`src/rtl/calc_param_if.sv`:
```
`default_nettype none
// ============================================================================
// Module  : calc_param_if
// Purpose : Keypad-command / display bundle between the keypad decoder
//           (master) and the calc_param calculator core (slave).
// Revision: 1.0 - initial release
// ============================================================================
interface calc_param_if #(
  parameter int NDIG = 8,
  parameter int W    = 27
);
  localparam int PW = (NDIG > 1) ? $clog2(NDIG) : 1;

  logic [3:0]    cmd;
  logic          cmd_valid;
  logic [1:0]    status;
  logic [3:0]    data;
  logic [PW-1:0] pos;
  logic [W-1:0]  digits;
  logic          neg;

  modport master (output cmd, cmd_valid, input status, data, pos, digits, neg);
  modport slave  (input cmd, cmd_valid, output status, data, pos, digits, neg);
endinterface
`default_nettype wire

```
`src/rtl/calc_param.sv`:
```
`default_nettype none
// ============================================================================
// Module  : calc_param
// Purpose : Decimal calculator core. Builds operands from key commands,
//           runs add/sub in one cycle and mul/div as W-step shift-add /
//           restoring-divide loops, chains operators, and scans the BCD
//           digits of the current value onto a digit-multiplexed display.
//           Build macro CALC_DIV_EN: includes the divider (cmd 13 divides);
//           without it cmd 13 is an error.
// Revision: 1.0 - initial release
// ============================================================================
module calc_param #(
  parameter int NDIG = 8,
  parameter int W    = 27
) (
  input  wire logic   clk,
  input  wire logic   rst,
  calc_param_if.slave bus
);
  localparam int PW = (NDIG > 1) ? $clog2(NDIG) : 1;
  localparam int CW = (W > 1) ? $clog2(W) : 1;

  function automatic logic [W+3:0] pow10_m1(input int n);
    logic [W+3:0] p;
    p = (W+4)'(1);
    for (int i = 0; i < n; i++) p = p * (W+4)'(10);
    return p - (W+4)'(1);
  endfunction

  localparam logic [W+3:0] LIMIT     = pow10_m1(NDIG);
  localparam logic [1:0]   ST_ERROR  = 2'b00;
  localparam logic [1:0]   ST_BUSY   = 2'b01;
  localparam logic [1:0]   ST_READY  = 2'b10;
  localparam logic [3:0]   K_ADD     = 4'd10;
  localparam logic [3:0]   K_SUB     = 4'd11;
  localparam logic [3:0]   K_MUL     = 4'd12;
  localparam logic [3:0]   K_DIV     = 4'd13;
  localparam logic [3:0]   K_EQ      = 4'd14;
  localparam logic [3:0]   K_BKSP    = 4'd15;

  typedef enum logic [2:0] {
    S_ENTRY_A = 3'd0,
    S_ENTRY_B = 3'd1,
    S_EXEC    = 3'd2,
    S_SCAN    = 3'd3,
    S_ERR     = 3'd4
  } state_t;

  state_t         state_q, state_d, ret_q, ret_d;
  logic [W-1:0]   digits_q, digits_d, rega_q, rega_d, regb_q, regb_d;
  logic [W-1:0]   scan_q, scan_d, bq_q, bq_d;
  logic [2*W-1:0] acc_q, acc_d, sh_q, sh_d;
  logic [3:0]     op_q, op_d, nop_q, nop_d;
  logic           fresh_q, fresh_d, neg_q, neg_d, chain_q, chain_d;
  logic [PW-1:0]  pos_q, pos_d;
  logic [CW-1:0]  cnt_q, cnt_d;

  logic [W+3:0]   app;
  logic [2*W-1:0] mul_acc, res;
  logic           res_neg, fin, div0, do_scan, do_err, do_exec;
  logic [3:0]     scan_mod;

  // Candidate values: appended entry and one shift-add multiply step
  always_comb begin
    app     = ({4'b0000, digits_q} * (W+4)'(10)) + {{W{1'b0}}, bus.cmd};
    mul_acc = acc_q + (bq_q[0] ? sh_q : '0);
  end

`ifdef CALC_DIV_EN
  logic [W:0]   div_sh, div_rem;
  logic [W-1:0] div_q;

  // One restoring-divide step: remainder lives in acc, quotient shifts into bq
  always_comb begin
    div_sh = {acc_q[W-1:0], bq_q[W-1]};
    if (div_sh >= {1'b0, regb_q}) begin
      div_rem = div_sh - {1'b0, regb_q};
      div_q   = {bq_q[W-2:0], 1'b1};
    end else begin
      div_rem = div_sh;
      div_q   = {bq_q[W-2:0], 1'b0};
    end
  end
`endif

  // Next-state and datapath control
  always_comb begin
    state_d  = state_q;   ret_d   = ret_q;
    digits_d = digits_q;  rega_d  = rega_q;  regb_d = regb_q;
    scan_d   = scan_q;    bq_d    = bq_q;
    acc_d    = acc_q;     sh_d    = sh_q;
    op_d     = op_q;      nop_d   = nop_q;
    fresh_d  = fresh_q;   neg_d   = neg_q;   chain_d = chain_q;
    pos_d    = pos_q;     cnt_d   = cnt_q;
    do_scan  = 1'b0;      do_err  = 1'b0;    do_exec = 1'b0;
    fin      = 1'b0;      res     = '0;      res_neg = 1'b0;  div0 = 1'b0;

    case (state_q)
      S_ENTRY_A, S_ENTRY_B: begin
        if (bus.cmd_valid) begin
          if (bus.cmd <= 4'd9) begin
            ret_d = state_q;
            if (fresh_q) begin
              digits_d = W'(bus.cmd);
              fresh_d  = 1'b0;
              neg_d    = 1'b0;
              do_scan  = 1'b1;
            end else if (app <= LIMIT) begin
              digits_d = app[W-1:0];
              do_scan  = 1'b1;
            end
          end else if (bus.cmd == K_BKSP) begin
            ret_d    = state_q;
            digits_d = digits_q / W'(10);
            fresh_d  = 1'b0;
            do_scan  = 1'b1;
          end
`ifndef CALC_DIV_EN
          else if (bus.cmd == K_DIV) begin
            do_err = 1'b1;
          end
`endif
          else if (state_q == S_ENTRY_A) begin
            // equals with no pending operator is simply ignored
            if (bus.cmd != K_EQ) begin
              if (neg_q) begin
                do_err = 1'b1;
              end else begin
                rega_d   = digits_q;
                op_d     = bus.cmd;
                digits_d = '0;
                ret_d    = S_ENTRY_B;
                do_scan  = 1'b1;
              end
            end
          end else begin
            if (neg_q) begin
              do_err = 1'b1;
            end else begin
              regb_d  = digits_q;
              chain_d = (bus.cmd != K_EQ);
              nop_d   = bus.cmd;
              do_exec = 1'b1;
            end
          end
        end
      end

      S_EXEC: begin
        cnt_d = cnt_q + 1'b1;
        case (op_q)
          K_ADD: begin
            fin = 1'b1;
            res = {{(W-1){1'b0}}, {1'b0, rega_q} + {1'b0, regb_q}};
          end
          K_SUB: begin
            fin = 1'b1;
            if (regb_q > rega_q) begin
              res     = {{W{1'b0}}, regb_q - rega_q};
              res_neg = 1'b1;
            end else begin
              res = {{W{1'b0}}, rega_q - regb_q};
            end
          end
          K_MUL: begin
            acc_d = mul_acc;
            sh_d  = sh_q << 1;
            bq_d  = bq_q >> 1;
            fin   = (cnt_q == CW'(W-1));
            res   = mul_acc;
          end
`ifdef CALC_DIV_EN
          K_DIV: begin
            acc_d = {{(W-1){1'b0}}, div_rem};
            bq_d  = div_q;
            fin   = (cnt_q == CW'(W-1));
            res   = {{W{1'b0}}, div_q};
            div0  = (regb_q == '0);
          end
`endif
          default: fin = 1'b1;
        endcase

        // Result is checked only once the loop completes; a bad result never scans
        if (fin) begin
          if ((res > (2*W)'(LIMIT)) || div0) begin
            do_err = 1'b1;
          end else begin
            neg_d   = res_neg;
            do_scan = 1'b1;
            if (chain_q) begin
              rega_d   = res[W-1:0];
              op_d     = nop_q;
              digits_d = '0;
              ret_d    = S_ENTRY_B;
            end else begin
              digits_d = res[W-1:0];
              fresh_d  = 1'b1;
              ret_d    = S_ENTRY_A;
            end
          end
        end
      end

      S_SCAN: begin
        scan_d = scan_q / W'(10);
        if (pos_q == PW'(NDIG-1)) begin
          pos_d   = '0;
          state_d = ret_q;
        end else begin
          pos_d = pos_q + 1'b1;
        end
      end

      S_ERR: pos_d = (pos_q == PW'(NDIG-1)) ? '0 : pos_q + 1'b1;

      default: state_d = S_ERR;
    endcase

    if (do_exec) begin
      state_d = S_EXEC;
      cnt_d   = '0;
      acc_d   = '0;
      sh_d    = {{W{1'b0}}, rega_q};
      bq_d    = (op_q == K_DIV) ? rega_q : digits_q;
    end

    if (do_err) begin
      state_d  = S_ERR;
      digits_d = '0;
      neg_d    = 1'b0;
      pos_d    = '0;
    end else if (do_scan) begin
      state_d = S_SCAN;
      scan_d  = digits_d;
      pos_d   = '0;
    end
  end

  // State and datapath registers; reset lands in SCAN showing zeros
  always_ff @(posedge clk or posedge rst) begin
    if (rst) begin
      state_q  <= S_SCAN;   ret_q   <= S_ENTRY_A;
      digits_q <= '0;       rega_q  <= '0;  regb_q <= '0;
      scan_q   <= '0;       bq_q    <= '0;
      acc_q    <= '0;       sh_q    <= '0;
      op_q     <= '0;       nop_q   <= '0;
      fresh_q  <= 1'b0;     neg_q   <= 1'b0; chain_q <= 1'b0;
      pos_q    <= '0;       cnt_q   <= '0;
    end else begin
      state_q  <= state_d;  ret_q   <= ret_d;
      digits_q <= digits_d; rega_q  <= rega_d; regb_q <= regb_d;
      scan_q   <= scan_d;   bq_q    <= bq_d;
      acc_q    <= acc_d;    sh_q    <= sh_d;
      op_q     <= op_d;     nop_q   <= nop_d;
      fresh_q  <= fresh_d;  neg_q   <= neg_d;  chain_q <= chain_d;
      pos_q    <= pos_d;    cnt_q   <= cnt_d;
    end
  end

  // Status and display digit decode from the current state
  always_comb begin
    scan_mod   = 4'(scan_q % W'(10));
    bus.status = ST_BUSY;
    bus.data   = 4'd0;
    case (state_q)
      S_ENTRY_A, S_ENTRY_B: bus.status = ST_READY;
      S_SCAN:               bus.data   = scan_mod;
      S_ERR: begin
        bus.status = ST_ERROR;
        bus.data   = 4'hE;
      end
      default: ;
    endcase
  end

  assign bus.pos    = pos_q;
  assign bus.digits = digits_q;
  assign bus.neg    = neg_q;
endmodule
`default_nettype wire

```
`src/flat_wrapper.sv`:
```
// flat-port wrapper written by rule: the top's interface ports become plain ports
module calc_param_flat 
#(
  parameter int NDIG = 8,
  parameter int W    = 27
)
  (clk, rst, bus_cmd, bus_cmd_valid, bus_status, bus_data, bus_pos, bus_digits, bus_neg);
  calc_param_if #(.NDIG(NDIG), .W(W)) bus_i ();
  input  wire logic clk;
  input  wire logic rst;
  input wire logic [$bits(bus_i.cmd)-1:0] bus_cmd;
  input wire logic [$bits(bus_i.cmd_valid)-1:0] bus_cmd_valid;
  output wire logic [$bits(bus_i.status)-1:0] bus_status;
  output wire logic [$bits(bus_i.data)-1:0] bus_data;
  output wire logic [$bits(bus_i.pos)-1:0] bus_pos;
  output wire logic [$bits(bus_i.digits)-1:0] bus_digits;
  output wire logic [$bits(bus_i.neg)-1:0] bus_neg;
  assign bus_i.cmd = bus_cmd;
  assign bus_i.cmd_valid = bus_cmd_valid;
  assign bus_status = bus_i.status;
  assign bus_data = bus_i.data;
  assign bus_pos = bus_i.pos;
  assign bus_digits = bus_i.digits;
  assign bus_neg = bus_i.neg;
  calc_param #(.NDIG(NDIG), .W(W)) u_core (.clk(clk), .rst(rst), .bus(bus_i));
endmodule
```
`config.mk`:
```
export PLATFORM = sky130hd
export DESIGN_NAME = calc_param_flat
export DESIGN_NICKNAME = d
export VERILOG_FILES = /design/src/rtl/calc_param_if.sv /design/src/rtl/calc_param.sv /design/src/flat_wrapper.sv
export SDC_FILE = /design/constraint.sdc
export NUM_CORES = 1
export LEC_CHECK = 0
export ABC_AREA = 1
export CORE_MARGIN = 2
export CORE_UTILIZATION = 45
export CTS_BUF_LIST = sky130_fd_sc_hd__clkbuf_16
export CTS_CLUSTER_DIAMETER = 200
export CTS_CLUSTER_SIZE = 14
export DETAILED_ROUTE_END_ITERATION = 10
export PLACE_DENSITY_LB_ADDON = 0.25
export SLEW_MARGIN = 20
export SYNTH_ARGS = -nofsm -noshare
export SYNTH_HDL_FRONTEND = slang
export SYNTH_SLANG_ARGS = --single-unit
```
`constraint.sdc`:
```
create_clock -name clk -period 18.8 [get_ports clk]
set_clock_uncertainty 0.05 [all_clocks]
set_input_delay 3.76 -clock clk [delete_from_list [all_inputs] [get_ports clk]]
set_output_delay 3.76 -clock clk [all_outputs]
set_load 0.01 [all_outputs]
```
==> flow_metrics.env <==
export IMPL_antenna_left=0
export IMPL_io_pins=44
export IMPL_worst_setup_path_end_kind="primary output"
export IMPL_num_rows=88
export IMPL_tritoncts="yes"
export IMPL_slowest_cell_on_crit_path="sky130_fd_sc_hd__clkdlybuf4s50_1"
export IMPL_run_status="finished, final reports clean"
export IMPL_unrepaired_setup_endpoints_after_global_routing="false"
export IMPL_cpMostUsedCell="sky130_fd_sc_hd__nor2_1"
export IMPL_yosys_cell_types=78
export IMPL_synth_area_leaders="sky130_fd_sc_hd__dfrtp_1, sky130_fd_sc_hd__nand2_1, sky130_fd_sc_hd__ha_1"
export IMPL_synth_nets=4069
export IMPL_post_drt_via_cell_ratio=5.57
export IMPL_fmax_ghz=0.0695
export IMPL_postLayoutCellArea_sq_um=28200
export IMPL_grt_pass1_wl_mm=126
export IMPL_report_final_setup_viol=0
export IMPL_r2r_start="u_core.bq_q[0]"
export IMPL_routed_via_count=25600
export IMPL_clock_root_buffer="sky130_fd_sc_hd__clkbuf_16"
export IMPL_grt_overflow_total=0
export IMPL_crit_start="bus_cmd[3]"
export IMPL_timing_max_slew_rel_slack_pct=30.3
export IMPL_area_growth_syn_to_layout_pct=6.35
export IMPL_antenna_found_initial=0
export IMPL_die_width_um=247
export IMPL_drt_iter0_drc=2245
export IMPL_synth_sequential_area_ratio_pct=25.3
export IMPL_clock_sinks=268
export IMPL_layoutNonFillerInstCount=4598
export IMPL_worstPathRequired_ns=14.99
export IMPL_cts_repair_resize_count=0
export IMPL_grt_start_max_net_pins=126
export IMPL_routedWlPerCell_um=17.1
export IMPL_routabilityCongestion=0.984
export IMPL_io_buffers=43
export IMPL_firstDrtPassIters=6
export IMPL_top_cell_type_by_total_area_after_synthesis="sky130_fd_sc_hd__dfrtp_1"
export IMPL_track_usage_pct=25.5
export IMPL_post_detail_place_hpwl_mm=58.8
export IMPL_crit_fanout=28
export IMPL_timing_worst_setup_path_type="in -> out"
export IMPL_synth_top_area_share_pct=25.1
export IMPL_synth_ff_latch_count=268
export IMPL_cts_h_tree_depth=1
export IMPL_syn_inst=3865
export IMPL_cp_slowest_stage_delay_ns=0.59
export IMPL_final_layout_size_suffix_gt1_share_pct=11.2
export IMPL_antennaDiodeCount=0
export IMPL_holdCritStartpoint="u_core.nop_q[3]"
export IMPL_tritoncts_num_buffers=23
export IMPL_synth_warnings=0
export IMPL_start_util_pct=45.7
export IMPL_finalWorstPathRequiredPeriod_ns=14.38
export IMPL_finalHoldViolCount=0
export IMPL_max_clock_path_buffers=3
export IMPL_finalNetCount=4026
export IMPL_asyncSetResetFlopFracSynth_pct=100
export IMPL_tns_ns=0
export IMPL_worstMarginPinSlew_ns=1.02
export IMPL_post_place_cells=4561
export IMPL_synth_edff_count=0
export IMPL_arrival_worst_endpoint_ns=10.57
export IMPL_timing_final_crit_share_pct=76.5
export IMPL_clkTransAtPathRegs_ns=0.07
export IMPL_vias_in_the_first_global_route=23800
export IMPL_die_area_sq_um=60800
export IMPL_holdCritPathClass="reg -> reg"
export IMPL_synth_cells_most_frequent="sky130_fd_sc_hd__nand2_1, sky130_fd_sc_hd__inv_1, sky130_fd_sc_hd__o21ai_0"
export IMPL_maxCapViolations=0
export IMPL_cts_hold_buffers_added=0
export IMPL_wirelength_mm=78.6
export IMPL_clk_insertion_delay_late_ns=0.59
export IMPL_start_kind="input pin"
export IMPL_synth_most_common_cell="sky130_fd_sc_hd__nand2_1"
export IMPL_placed_cell_area_sq_um=27500
export IMPL_route_detailed_drc=0
export IMPL_die_height_um=247
export IMPL_max_slew_violation_total_from_the_final_report=0
export IMPL_avgSynthCellArea_sq_um=6.85
export IMPL_post_cts_buffers=0
export IMPL_placeableCoreArea_sq_um=57900
export IMPL_synth_area_sq_um=26500
export IMPL_synthFlopType="sky130_fd_sc_hd__dfrtp_1"
-- layout by cell type, fill, tap and decap left out, drive strengths merged, types with 43 or more instances in the layout --
cell,count
inv,563
clkdlybuf4s50,43
o211ai,73
o21ai,406
ha,191
nor2,211
nand3,259
nand2,1002
a21oi,277
xor2,84
dfrtp,266
-- registers in the layout, indices dropped and copies added, names as in the netlist, 5 cells and up --
signal,cells
u_core.acc_q,54
u_core.rega_q,27
u_core.regb_q,27
u_core.cnt_q,5
u_core.sh_q,54
u_core.bq_q,27
u_core.scan_q,27
u_core.bus.digits,27
-- layout make-up --
cell class              instances  area, sq um
well taps                     765          957
fillers                      6063        29700
repair buffers                 75          691
clock inverters                13         77.6
multi-input cells            2882        16900
flip-flops and latches        268         6710
clock buffers                  23          576
inverters                     572         2240
-- path summary, 6_finish.rpt --
| check | to | slack (ns) | cells after the start |
|---|---|---|---|
| min | u_core.nop_q[3] | 0.41 | 2 |
| min in group asynchronous | u_core.acc_q[9] | 3.74 | 2 |
| min reg2reg | u_core.nop_q[3] | 0.41 | 2 |
| max in group asynchronous | u_core.bq_q[26] | 13.39 | 3 |
| max reg2reg | u_core.scan_q[0] | 8.85 | 53 |
| max | bus_status[0] | 4.42 | 30 |
-- critical path, delay by kind of cell --
| family | cells | cell delay (ns) |
|---|---|---|
| adder cells (fa/ha/maj) | 1 | 0.39 |
| AND/OR/NAND/NOR | 20 | 4.27 |
| AO/OA/AOI/OAI | 3 | 0.60 |
| buffers and inverters | 6 | 1.52 |
-- metrics by stage --
stage | util (%) | worst slack, ns | hold WS [ns]
detailed placement | 47.5 | 4.47 | 0.393
global placement | 47.5 | 4.56 | 0.388
floorplan | - | 6.78 | 0.373
CTS | 48.6 | 4.44 | 0.410
finish | 48.6 | 4.42 | 0.408
global route | 48.6 | 3.42 | 0.434
-- per-layer routing --
layer  GRT usage (%)  vias to the layer above  share of wire [%]
met3            2.90                      137                6.1
li1                -                    12800                  -
met4            9.05                        0                3.8
met2            40.4                      735                 43
met5               0                        -                  0
met1            35.9                    11900                 47
-- logic make-up after synthesis --
logic type	after synthesis	share of synthesized area [%]
buffers and inverters	715	11.0
XOR/XNOR	106	3.51
AND/OR/NAND/NOR	1569	27.8
adder cells (fa/ha/maj)	197	9.48
multiplexers	3	0.118
AO/OA/AOI/OAI	1007	22.8
flip-flops	268	25.3
Power is left out: the tool's default activity adds up to more than one toggle a clock period on the data nets, which glitch-free logic cannot reach.
